<file path="config.mk">
export PLATFORM = sky130hd
export DESIGN_NAME = trap_ctrl_flat
export DESIGN_NICKNAME = d
export VERILOG_FILES = /design/src/rtl/trap_ctrl_if.sv /design/src/rtl/trap_ctrl.sv /design/src/flat_wrapper.sv
export SDC_FILE = /design/constraint.sdc
export NUM_CORES = 1
export LEC_CHECK = 0
export ABC_AREA = 1
export BUFFER_PORTS_ARGS = -buffer_cell sky130_fd_sc_hd__buf_2
export CAP_MARGIN = 20
export CORE_AREA = 5 5 126 128
export CTS_CLUSTER_SIZE = 10
export DETAILED_ROUTE_END_ITERATION = 10
export DIE_AREA = 0 0 131 133
export SETUP_SLACK_MARGIN = 0.4
export SKIP_LAST_GASP = 1
export SLEW_MARGIN = 25
export SYNTH_ARGS = -nofsm -noshare
export SYNTH_HDL_FRONTEND = slang
export SYNTH_SLANG_ARGS = --single-unit
</file>
<file path="constraint.sdc">
create_clock -name clk -period 3.4 [get_ports clk]
set_clock_uncertainty 0.15 [all_clocks]
set_input_delay 0.68 -clock clk [delete_from_list [all_inputs] [get_ports clk]]
set_output_delay 0.68 -clock clk [all_outputs]
set_load 0.1 [all_outputs]
</file>
<file path="src/rtl/trap_ctrl_if.sv">
// trap_ctrl_if: pipeline/CSR-facing signal bundle of the trap sequencer.
//   slave  - used by trap_ctrl (consumes requests and CSR state, drives
//            acks, strobes, flush and redirect).
//   master - used by the pipeline/CSR side.
// Interrupt lines, clk and rst are plain ports on trap_ctrl.
interface trap_ctrl_if;
  logic        exc_req;
  logic [31:0] exc_cause;
  logic [31:0] exc_pc;
  logic        exc_ack;
  logic        mret_req;
  logic        mret_ack;
  logic [31:0] commit_pc;
  logic        pipe_drained;
  logic        csr_interrupt_en;
  logic [31:0] csr_mie;
  logic [1:0]  csr_mtvec_mode;
  logic [29:0] csr_mtvec_base;
  logic [31:0] csr_mepc;
  logic [31:0] mip_val;
  logic        csr_exception;
  logic [31:0] csr_exception_cause;
  logic [31:0] csr_exception_pc;
  logic        flush;
  logic        redirect;
  logic [31:0] redirect_pc;
  logic        busy;

  modport slave (
    input  exc_req, exc_cause, exc_pc, mret_req, commit_pc, pipe_drained,
           csr_interrupt_en, csr_mie, csr_mtvec_mode, csr_mtvec_base, csr_mepc,
    output exc_ack, mret_ack, mip_val, csr_exception, csr_exception_cause,
           csr_exception_pc, flush, redirect, redirect_pc, busy
  );

  modport master (
    output exc_req, exc_cause, exc_pc, mret_req, commit_pc, pipe_drained,
           csr_interrupt_en, csr_mie, csr_mtvec_mode, csr_mtvec_base, csr_mepc,
    input  exc_ack, mret_ack, mip_val, csr_exception, csr_exception_cause,
           csr_exception_pc, flush, redirect, redirect_pc, busy
  );
endinterface

</file>
<file path="src/rtl/trap_ctrl.sv">
// trap_ctrl: trap sequencer between the pipeline and the CSR block.
// Synchronizes the interrupt lines into mip_val, arbitrates exception >
// interrupt > mret in IDLE, holds flush until the pipeline drains, then
// issues a one-cycle trap strobe to the CSR block plus a fetch redirect.
//
// Ports:
//   clk, rst                     clock, asynchronous active-high reset
//   irq_ext/irq_timer/irq_soft   asynchronous interrupt levels
//   bus (trap_ctrl_if.slave)     exception/mret handshakes, drain status,
//                                CSR inputs, mip_val, CSR trap strobe,
//                                flush, redirect, busy
//
// Parameters:
//   SYNC_STAGES       synchronizer depth per interrupt line (1-4)
//   RESET_VEC_UNUSED  reserved, must be 0
//
// Build option: define TRAP_CTRL_VECTORED_EN to enable vectored interrupt
// targets (mtvec mode 1). Without it every trap targets the mtvec base.
module trap_ctrl #(
  parameter int unsigned SYNC_STAGES      = 2,
  parameter int unsigned RESET_VEC_UNUSED = 0
) (
  input  logic       clk,
  input  logic       rst,
  input  logic       irq_ext,
  input  logic       irq_timer,
  input  logic       irq_soft,
  trap_ctrl_if.slave bus
);

  if (SYNC_STAGES < 1 || SYNC_STAGES > 4 || RESET_VEC_UNUSED != 0) begin : g_bad_param
    $error("trap_ctrl: illegal parameter value");
  end

  localparam logic [1:0] ST_IDLE  = 2'd0;
  localparam logic [1:0] ST_FLUSH = 2'd1;
  localparam logic [1:0] ST_TRAP  = 2'd2;
  localparam logic [1:0] ST_MRET  = 2'd3;

  localparam logic [31:0] CAUSE_EXT   = 32'h8000_000B;
  localparam logic [31:0] CAUSE_SOFT  = 32'h8000_0003;
  localparam logic [31:0] CAUSE_TIMER = 32'h8000_0007;

  // {ext, soft, timer} per stage
  logic [2:0]  sync_q [SYNC_STAGES];
  logic [2:0]  irq_lvl;
  logic [31:0] mip;
  logic [31:0] pend;
  logic        irq_eligible;
  logic [31:0] irq_cause;

  logic [1:0]  state_q;
  logic [31:0] cause_q;
  logic [31:0] epc_q;
  logic        irq_q;
  logic [31:0] trap_target;

  always_ff @(posedge clk or posedge rst) begin
    if (rst) begin
      for (int unsigned i = 0; i < SYNC_STAGES; i++) sync_q[i] <= '0;
    end else begin
      sync_q[0] <= {irq_ext, irq_soft, irq_timer};
      for (int unsigned i = 1; i < SYNC_STAGES; i++) sync_q[i] <= sync_q[i-1];
    end
  end

  assign irq_lvl = sync_q[SYNC_STAGES-1];
  assign mip     = {20'b0, irq_lvl[2], 3'b0, irq_lvl[0], 3'b0, irq_lvl[1], 3'b0};
  assign pend    = mip & bus.csr_mie;
  assign irq_eligible = bus.csr_interrupt_en && (pend != '0);

  always_comb begin
    irq_cause = CAUSE_TIMER;
    if (pend[11])     irq_cause = CAUSE_EXT;
    else if (pend[3]) irq_cause = CAUSE_SOFT;
  end

  always_ff @(posedge clk or posedge rst) begin
    if (rst) begin
      state_q <= ST_IDLE;
      cause_q <= '0;
      epc_q   <= '0;
      irq_q   <= 1'b0;
    end else begin
      case (state_q)
        ST_IDLE: begin
          if (bus.exc_req) begin
            cause_q <= bus.exc_cause;
            epc_q   <= bus.exc_pc;
            irq_q   <= 1'b0;
            state_q <= ST_FLUSH;
          end else if (irq_eligible) begin
            // cause is fixed here; later irq/mie changes cannot cancel it
            cause_q <= irq_cause;
            irq_q   <= 1'b1;
            state_q <= ST_FLUSH;
          end else if (bus.mret_req) begin
            state_q <= ST_MRET;
          end
        end
        ST_FLUSH: begin
          if (bus.pipe_drained) begin
            if (irq_q) epc_q <= bus.commit_pc;
            state_q <= ST_TRAP;
          end
        end
        default: state_q <= ST_IDLE;
      endcase
    end
  end

`ifdef TRAP_CTRL_VECTORED_EN
  always_comb begin
    trap_target = {bus.csr_mtvec_base, 2'b00};
    if (irq_q && bus.csr_mtvec_mode == 2'd1)
      trap_target = {bus.csr_mtvec_base, 2'b00} + {25'b0, cause_q[4:0], 2'b00};
  end
`else
  logic mode_unused;
  assign mode_unused = ^bus.csr_mtvec_mode;
  assign trap_target = {bus.csr_mtvec_base, 2'b00};
`endif

  always_comb begin
    bus.mip_val             = mip;
    bus.busy                = (state_q != ST_IDLE);
    bus.flush               = 1'b0;
    bus.csr_exception       = 1'b0;
    bus.csr_exception_cause = '0;
    bus.csr_exception_pc    = '0;
    bus.redirect            = 1'b0;
    bus.redirect_pc         = '0;
    bus.exc_ack             = 1'b0;
    bus.mret_ack            = 1'b0;
    case (state_q)
      ST_FLUSH: bus.flush = 1'b1;
      ST_TRAP: begin
        bus.csr_exception       = 1'b1;
        bus.csr_exception_cause = cause_q;
        bus.csr_exception_pc    = epc_q;
        bus.redirect            = 1'b1;
        bus.redirect_pc         = trap_target;
        bus.exc_ack             = ~irq_q;
      end
      ST_MRET: begin
        bus.redirect    = 1'b1;
        bus.redirect_pc = bus.csr_mepc;
        bus.mret_ack    = 1'b1;
      end
      default: ;
    endcase
  end

endmodule
</file>
<file path="src/flat_wrapper.sv">
// flat-port wrapper written by rule: the top's interface ports become plain ports
module trap_ctrl_flat 
#(
  parameter int unsigned SYNC_STAGES      = 2,
  parameter int unsigned RESET_VEC_UNUSED = 0
)
  (clk, rst, irq_ext, irq_timer, irq_soft, bus_exc_req, bus_exc_cause, bus_exc_pc, bus_mret_req, bus_commit_pc, bus_pipe_drained, bus_csr_interrupt_en, bus_csr_mie, bus_csr_mtvec_mode, bus_csr_mtvec_base, bus_csr_mepc, bus_exc_ack, bus_mret_ack, bus_mip_val, bus_csr_exception, bus_csr_exception_cause, bus_csr_exception_pc, bus_flush, bus_redirect, bus_redirect_pc, bus_busy);
  trap_ctrl_if bus_i ();
  input  logic clk;
  input  logic rst;
  input  logic irq_ext;
  input  logic irq_timer;
  input  logic irq_soft;
  input wire logic [$bits(bus_i.exc_req)-1:0] bus_exc_req;
  input wire logic [$bits(bus_i.exc_cause)-1:0] bus_exc_cause;
  input wire logic [$bits(bus_i.exc_pc)-1:0] bus_exc_pc;
  input wire logic [$bits(bus_i.mret_req)-1:0] bus_mret_req;
  input wire logic [$bits(bus_i.commit_pc)-1:0] bus_commit_pc;
  input wire logic [$bits(bus_i.pipe_drained)-1:0] bus_pipe_drained;
  input wire logic [$bits(bus_i.csr_interrupt_en)-1:0] bus_csr_interrupt_en;
  input wire logic [$bits(bus_i.csr_mie)-1:0] bus_csr_mie;
  input wire logic [$bits(bus_i.csr_mtvec_mode)-1:0] bus_csr_mtvec_mode;
  input wire logic [$bits(bus_i.csr_mtvec_base)-1:0] bus_csr_mtvec_base;
  input wire logic [$bits(bus_i.csr_mepc)-1:0] bus_csr_mepc;
  output wire logic [$bits(bus_i.exc_ack)-1:0] bus_exc_ack;
  output wire logic [$bits(bus_i.mret_ack)-1:0] bus_mret_ack;
  output wire logic [$bits(bus_i.mip_val)-1:0] bus_mip_val;
  output wire logic [$bits(bus_i.csr_exception)-1:0] bus_csr_exception;
  output wire logic [$bits(bus_i.csr_exception_cause)-1:0] bus_csr_exception_cause;
  output wire logic [$bits(bus_i.csr_exception_pc)-1:0] bus_csr_exception_pc;
  output wire logic [$bits(bus_i.flush)-1:0] bus_flush;
  output wire logic [$bits(bus_i.redirect)-1:0] bus_redirect;
  output wire logic [$bits(bus_i.redirect_pc)-1:0] bus_redirect_pc;
  output wire logic [$bits(bus_i.busy)-1:0] bus_busy;
  assign bus_i.exc_req = bus_exc_req;
  assign bus_i.exc_cause = bus_exc_cause;
  assign bus_i.exc_pc = bus_exc_pc;
  assign bus_i.mret_req = bus_mret_req;
  assign bus_i.commit_pc = bus_commit_pc;
  assign bus_i.pipe_drained = bus_pipe_drained;
  assign bus_i.csr_interrupt_en = bus_csr_interrupt_en;
  assign bus_i.csr_mie = bus_csr_mie;
  assign bus_i.csr_mtvec_mode = bus_csr_mtvec_mode;
  assign bus_i.csr_mtvec_base = bus_csr_mtvec_base;
  assign bus_i.csr_mepc = bus_csr_mepc;
  assign bus_exc_ack = bus_i.exc_ack;
  assign bus_mret_ack = bus_i.mret_ack;
  assign bus_mip_val = bus_i.mip_val;
  assign bus_csr_exception = bus_i.csr_exception;
  assign bus_csr_exception_cause = bus_i.csr_exception_cause;
  assign bus_csr_exception_pc = bus_i.csr_exception_pc;
  assign bus_flush = bus_i.flush;
  assign bus_redirect = bus_i.redirect;
  assign bus_redirect_pc = bus_i.redirect_pc;
  assign bus_busy = bus_i.busy;
  trap_ctrl #(.SYNC_STAGES(SYNC_STAGES), .RESET_VEC_UNUSED(RESET_VEC_UNUSED)) u_core (.clk(clk), .rst(rst), .irq_ext(irq_ext), .irq_timer(irq_timer), .irq_soft(irq_soft), .bus(bus_i));
endmodule
</file>
== Word-level counts from Yosys, hierarchy flattened ==
Index checks and enable logic that the tools add are counted.
Word-level totals
  register bits after elaboration: 73
  latch bits: 0
  bits in writable memories: 0
  ROM bits: 0
  input port bits: 201
  output and inout port bits: 134
  logic and storage cells: 48
  memories: 0
Cells by class
  add/subtract/negate cells: 0
  $mul: 0
  divide/modulo/power cells: 0
  order comparisons: 0
  equal/unequal tests: 7
  shift-type cells: 0
  mux-type cells: 23
  bitwise gates (word level): 2
  reductions and logical operators: 10
Operators by type and width (number)
  32-bit 2-to-1 mux: 8
  32-bit one-hot mux with 2 select lines: 2
  12-bit by 32-bit AND with 32-bit output: 1
  32-bit nonzero test: 1
  2-bit 2-to-1 mux: 4
  1-bit 2-to-1 mux: 7
  2-bit nonzero test: 3
  2-bit == test, second input constant: 2
  2-bit inequality test, second input constant: 2
  4-bit by 3-bit inequality test with 1-bit output, second input constant: 1
  2-bit one-hot mux with 2 select lines: 1
  2-bit AND reduction: 2
  4-bit AND reduction: 1
  3-bit 2-to-1 mux: 1
  2-bit by 1-bit == test with 1-bit output, second input constant: 1
  2-bit logical NOT: 1
  2-bit by 1-bit inequality test with 1-bit output, second input constant: 1
  2-bit OR reduction: 1
  1-bit logical AND: 1
  1-bit NOT: 1

== Logic depth before layout (Yosys ltp) ==
Gate-level depths: netlist of run 1.
  word-level depth: 6
  mapped depth: 8
  gate-level depth less buffers: 7

== Least setup slack after synthesis of run 1 ==
Ideal clock, no wire load.
  path type: register to output
  start: register u_core.state_q[1]
  end: output bus_csr_exception_cause[12]
  arrival: 2.277 ns
  setup slack: 0.293 ns
  cell stages (with the launch flop): 7
  path through: dfrtp_1 > inv_1 > nor2_2 > inv_1 > buf_2 > buf_2 > nor2_1
Between the ends
  longest elaborated chain between the ends: 2
Ends and longest elaborated chain
  from (decl): RTL line trap_ctrl.sv:52  | logic [1:0] state_q;
  from (signal assigned): RTL line trap_ctrl.sv:80  | state_q <= ST_IDLE;
  from (signal assigned): RTL line trap_ctrl.sv:91  | state_q <= ST_FLUSH;
  from (signal assigned): RTL line trap_ctrl.sv:96  | state_q <= ST_FLUSH;
  2-bit == test: RTL line trap_ctrl.sv:135  | case (state_q)
  32-bit 2-to-1 mux: RTL line trap_ctrl.sv:135
  to (decl): RTL line flat_wrapper.sv:29  | output wire logic [$bits(bus_i.csr_exception_cause)-1:0] bus_csr_exception_cause;
Every way passes these cells.

== Final worst setup path of run 1 ==
  start: register u_core.state_q[1]
  end: output bus_redirect_pc[28]
Between the ends
  longest elaborated chain between the ends: 2
  elaborated cells on any way between the ends: 3
  those cells by class: eq/ne: 2; mux: 1
Ends and longest elaborated chain
  2-bit == test: RTL line trap_ctrl.sv:135
  32-bit one-hot mux with 2 select lines *: RTL line trap_ctrl.sv:135
  to (decl): RTL line flat_wrapper.sv:33  | output wire logic [$bits(bus_i.redirect_pc)-1:0] bus_redirect_pc;
Mark *: on every way between the ends. The rest lies on a longest branch, timed or not.

==> flow_summary.json, run 1 <==
{
  "status": "complete, no violations",
  "async_flop_share": 1.00,
  "post_cts_buffers": 0,
  "vias": 4382,
  "dp_hpwl_um": 10700,
  "p_int_mw": 3.19,
  "ctsHoldBuffers": 0,
  "cts_root_buf": "clkbuf_16",
  "cp_cell_sequence": "inv_1 -> nor2_2 -> buf_4 -> a22o_1 -> clkbuf_4",
  "synth_cells": 601,
  "design.die.area_sq_um": 17400,
  "antenna_found_initial": 1,
  "syn-cell-area_sq_um": 4220,
  "critPathKind": "reg -> out",
  "placementRows": 45,
  "critPathLaunchType": "flop",
  "hold_viol_final": 0,
  "die_h_um": 133,
  "clock_sinks": 73,
  "nNetsFinal": 1059,
  "finalSetupViolCount": 0,
  "final-max-slew-violation-count": 0,
  "cts_buffer_depth": 2,
  "yosysWarnings": 0,
  "grt_max_degree": 66,
  "clkPwrFrac": 0.106,
  "synth_flop_cell": "dfrtp_1",
  "cp.arrival_ns": 2.06,
  "h-tree-depth": 3,
  "comb_power_share": 0.717,
  "pwr-share-seq": 0.177,
  "p_leak_nw": 3.80,
  "drc": 0,
  "drive_gt1_frac": 0.362,
  "grt_pass1_wl_um": 21000,
  "ys_ff_latch": 73,
  "gp_congestion": 0.800,
  "critPathMaxStageDelay_ns": 0.47,
  "path_buf_inv": 3,
  "die_w_um": 131,
  "hold_slack_ns": 0.196,
  "irDropWorstVdd_v": 0.000747,
  "diodes": 0,
  "finalWirelength_um": 13700,
  "max-slew-margin-rel": 0.392,
  "ant_nets": 0,
  "power.density_nw_per_um2": 1140,
  "insertion_delay_ns": 0.32,
  "drt-initial-drc-count": 193,
  "io-pin-count": 335,
  "drtPass1Iterations": 5,
  "yosysSeqAreaShare": 0.433,
  "rsz0062_at_grt": "true",
  "hp-class": "reg -> reg",
  "cp_top_family": "buffers and inverters",
  "cap_violations": 0,
  "synth_top_area_frac": 0.433,
  "track_usage": 0.153,
  "synth_area_leaders": "dfrtp_1, nand2_1, buf_4, inv_1, a22o_1",
  "synth_most_common_cell": "nand2_1",
  "via_per_inst": 4.17,
  "synth_edf_count": 0,
  "synthTopCellsByCount": "nand2_1, dfrtp_1, inv_1",
  "cts_tree": "yes",
  "start_util": 0.286,
  "place.port_buffers": 274,
  "cts_buffers": 9,
  "p_sw_mw": 4.71,
  "yosysTopAreaCell": "dfrtp_1",
  "clkSlewWorstSetupHoldPaths_ns": 0.06,
  "critical_path.max_fanout": 26,
  "core_area_sq_um": 14800,
  "switching_share": 0.596,
  "endpoint_kind": "output pin",
  "min_period_over_period": 0.849,
  "timing.fmax_mhz": 346,
  "syn_to_final_growth_pct": 63.8,
  "num-fill-cells": 1526,
  "cpMaxStageDelayCell": "dfrtp_1",
  "grt_overflow_total": 0,
  "worst-endpoint-required_ns": 2.57,
  "synth.distinct_cells": 19,
  "grt_pass1_vias": 4053,
  "tightest_slew_ns": 0.910,
  "wl_per_cell_um": 13.0,
  "synth_area_per_cell_sq_um": 7.01,
  "period_minus_slack_ns": 2.89,
  "setup_tns_ns": 0
}
[cells in the final DEF, fill, tap and decap left out, drive strengths merged]
cell type and count:
buf 256, nand2 237, dfrtp 73, inv 73, nor2 72, clkbuf 36
o21ai 33, a22o 30, conb 29, nand3 11, clkinv 6, or2 5
nand4 1
[cell families after synthesis]
group,share of synthesized area
other,0.000890
buffers and inverters,0.163
AO/OA/AOI/OAI,0.102
flip-flops,0.433
AND/OR/NAND/NOR,0.301
[sequential cells by signal, indices dropped and copies added (netlist names)]
name and count:
u_core.epc_q 32, u_core.cause_q 32, u_core.state_q 2, u_core.irq_q 1, u_core.sync_q 3, u_core.irq_lvl 3
[worst paths after layout]
path	start	endpoint	slack, ns	cells after the start
min	u_core.sync_q[4]	u_core.irq_lvl[1]	0.20	0
max	u_core.state_q[1]	bus_redirect_pc[28]	0.51	5
max reg2reg	u_core.state_q[1]	u_core.epc_q[4]	1.36	5
min in group asynchronous	rst	u_core.epc_q[21]	0.25	2
min reg2reg	u_core.sync_q[4]	u_core.irq_lvl[1]	0.20	0
max in group asynchronous	rst	u_core.epc_q[22]	2.21	3
[layout make-up]
class | instances | area (sq um) | share of cell area
multi-input cells | 418 | 1820 | 0.263
clock inverters | 4 | 20.0 | 0.00290
flip-flops and latches | 73 | 1830 | 0.265
repair buffers | 281 | 2480 | 0.359
well taps | 188 | 235 | 0.0341
clock buffers | 11 | 243 | 0.0352
inverters | 75 | 283 | 0.0410
[metal layers]
metal,up-vias,share of wire,global-route usage
li1,2264,-,-
met5,-,0.00081,0
met3,12,0.10,0.0432
met1,1934,0.44,0.218
met4,2,0.010,0.0394
met2,170,0.45,0.226
[power groups by stage]
stage                     registers [mW]  logic [mW]  clock network [mW]
final                               1.39        5.66               0.838
after detailed placement            1.41        5.63                   0
after floorplan                     1.38        4.22                   0
after global routing                1.44        6.00               0.912
after CTS                           1.40        5.64               0.875
after global placement              1.40        5.61                   0
[through the flow]
step | setup WS [ns] | std cells | power, mW | util | cell area [sq um]
floorplan | 0.293 | 629 | 5.60 | - | 4320
global placement | 0.791 | 1035 | 7.00 | 0.445 | 6560
detailed placement | 0.784 | 1035 | 7.04 | 0.445 | 6560
CTS | 0.404 | 1050 | 7.91 | 0.463 | 6830
global route | 0.386 | 1050 | 8.35 | 0.468 | 6900
finish | 0.514 | 1050 | 7.89 | 0.468 | 6900
[timing repair]
item | CTS | global route
endpoints found under the hold margin | 0 | 0
gates resized for setup | 0 | 30
setup endpoints to repair | 0 | 90
No activity file was read; power rests on OpenSTA's default activity.
==> inputs of run 2 (changes only) <==
--- a/config.mk
+++ b/config.mk
@@ -8,10 +8,10 @@
 export ABC_AREA = 1
 export BUFFER_PORTS_ARGS = -buffer_cell sky130_fd_sc_hd__buf_2
 export CAP_MARGIN = 20
-export CORE_AREA = 5 5 126 128
+export CORE_AREA = 5 5 128 130
 export CTS_CLUSTER_SIZE = 10
 export DETAILED_ROUTE_END_ITERATION = 10
-export DIE_AREA = 0 0 131 133
+export DIE_AREA = 0 0 133 135
 export SETUP_SLACK_MARGIN = 0.4
 export SKIP_LAST_GASP = 1
 export SLEW_MARGIN = 25
==> constraint.sdc (replaced) <==
create_clock -name clk -period 2.35 [get_ports clk]
set_clock_uncertainty 0.15 [all_clocks]
set_input_delay 0.47 -clock clk [delete_from_list [all_inputs] [get_ports clk]]
set_output_delay 0.47 -clock clk [all_outputs]
set_load 0.1 [all_outputs]
==> run 2 against run 1 <==
- design area grew 23%
- clock-buffer cell count is the same
- first-iteration DRC count decreased by 22%
- clock power up 75%
- register-to-register slack got worse by 0.94 ns
- via count up 4.5%
- power is 79% higher
- critical path depth is 2 lower
- flip-flop and latch count is the same
- sequential power rose by 46%
==> flow_summary.json, run 2 (synthesized netlist as in run 1, its figures left out) <==
{
  "design.die.area_sq_um": 18000,
  "cap_violations": 0,
  "finalSetupViolCount": 0,
  "period_minus_slack_ns": 2.25,
  "drt-initial-drc-count": 151,
  "power.density_nw_per_um2": 1660,
  "p_leak_nw": 4.28,
  "insertion_delay_ns": 0.33,
  "io-pin-count": 335,
  "track_usage": 0.162,
  "grt_pass1_wl_um": 23100,
  "start_util": 0.280,
  "ant_nets": 0,
  "vias": 4579,
  "hold_viol_final": 0,
  "cts_root_buf": "clkbuf_16",
  "grt_max_degree": 74,
  "critPathMaxStageDelay_ns": 0.44,
  "die_h_um": 135,
  "nNetsFinal": 1078,
  "status": "complete, no violations",
  "grt_overflow_total": 0,
  "cts_buffers": 9,
  "instances_no_fill": 1068,
  "timing.fmax_mhz": 445,
  "cp_cell_sequence": "nor2_2 -> inv_1 -> buf_2",
  "cp.arrival_ns": 1.63,
  "total_power_mw": 14.1,
  "final_cell_area_sq_um": 8510,
  "core_area_sq_um": 15000,
  "grt_pass1_vias": 4466,
  "rsz0062_at_grt": "true",
  "placementRows": 45,
  "drive_gt1_frac": 0.485,
  "die_w_um": 133,
  "finalWirelength_um": 15500,
  "final_common_cell": "nand2_1",
  "cts_tree": "yes",
  "dp_hpwl_um": 11600,
  "num-fill-cells": 1326,
  "cpMaxStageDelayCell": "dfrtp_2",
  "clkSlewWorstSetupHoldPaths_ns": 0.06,
  "drc": 0,
  "wl_per_cell_um": 14.5,
  "via_per_inst": 4.29,
  "gp_congestion": 0.822,
  "final.setup.worst_slack_ns": 0.101,
  "place.port_buffers": 274,
  "hp-class": "in -> reg",
  "dp_cells": 1038,
  "critPathKind": "reg -> out",
  "endpoint_kind": "output pin",
  "h-tree-depth": 3,
  "largest_registers": "u_core.cause_q x32, u_core.epc_q x32",
  "clock_sinks": 73,
  "min_period_over_period": 0.957,
  "critical_path.max_fanout": 10,
  "cts_buffer_depth": 2,
  "hold_slack_ns": 0.0930,
  "layout_common_cells": "nand2_1, buf_2, buf_12",
  "irDropWorstVdd_v": 0.000899,
  "critPathLaunchType": "flop",
  "pre_cts_ws_ns": 0.209,
  "worst-endpoint-required_ns": 1.73,
  "diodes": 0,
  "drtPass1Iterations": 4,
  "syn_to_final_growth_pct": 102,
  "antenna_found_initial": 0,
  "final-max-slew-violation-count": 0,
  "place_area_sq_um": 7750
}
[run 2: worst paths after layout]
check | cells past startpoint | startpoint | to | slack, ns
worst max-delay path | 3 | u_core.state_q[0] | bus_busy | 0.10
worst min-delay path | 1 | irq_ext | u_core.sync_q[5] | 0.09
worst max register to register | 6 | u_core.state_q[0] | u_core.epc_q[8] | 0.42
worst min register to register | 0 | u_core.sync_q[4] | u_core.irq_lvl[1] | 0.20
max in group asynchronous | 3 | rst | u_core.epc_q[29] | 1.63
min in group asynchronous | 3 | rst | u_core.cause_q[10] | 0.11
[run 2: timing repair]
action / CTS / global route
pin swaps: 1 / 9
gates cloned: 1 / 7
setup endpoints to repair: 101 / 128
hold buffers: 0 / 0
gates resized for setup: 10 / 29
buffers inserted: 4 / 4
hold endpoints to repair: 0 / 0
[run 2: power by group]
part           total (mW)  internal (mW)  switching (mW)
Clock                1.47          0.973           0.497
Sequential           2.03           1.80           0.222
Combinational        10.6           3.59            7.05
[run 2: routing by layer]
layer  share of wire  vias up  wire length (um)  track usage
li1                -     2311                 -            -
met1            0.42     2068              6520        0.204
met2            0.48      185              7400        0.265
met3           0.086       15              1330       0.0514
met4           0.015        0               226       0.0537
met5               0        -                 0            0
[run 2: final cells by class]
cell class | instances | area [sq um] | share of cell area
timing repair inverter | 1 | 7.51 | 0.000883
clock buffer | 11 | 253 | 0.0297
tap | 188 | 235 | 0.0277
sequential | 73 | 1830 | 0.215
clock inverter | 3 | 65.1 | 0.00765
timing repair buffer | 299 | 3270 | 0.384
multi-input combinational | 418 | 2550 | 0.299
inverter | 75 | 302 | 0.0355
[run 2: critical path: cells and delay by family (launching register included)]
family,cells,cell delay [ns]
flip-flops,1,0.44
buffers and inverters,2,0.45
AND/OR/NAND/NOR,1,0.41
[run 2: through the flow]
stage / setup TNS, ns / util
floorplan: -0.0598 / -
global placement: 0 / 0.515
detailed placement: 0 / 0.515
CTS: 0 / 0.542
global route: 0 / 0.566
finish: 0 / 0.566
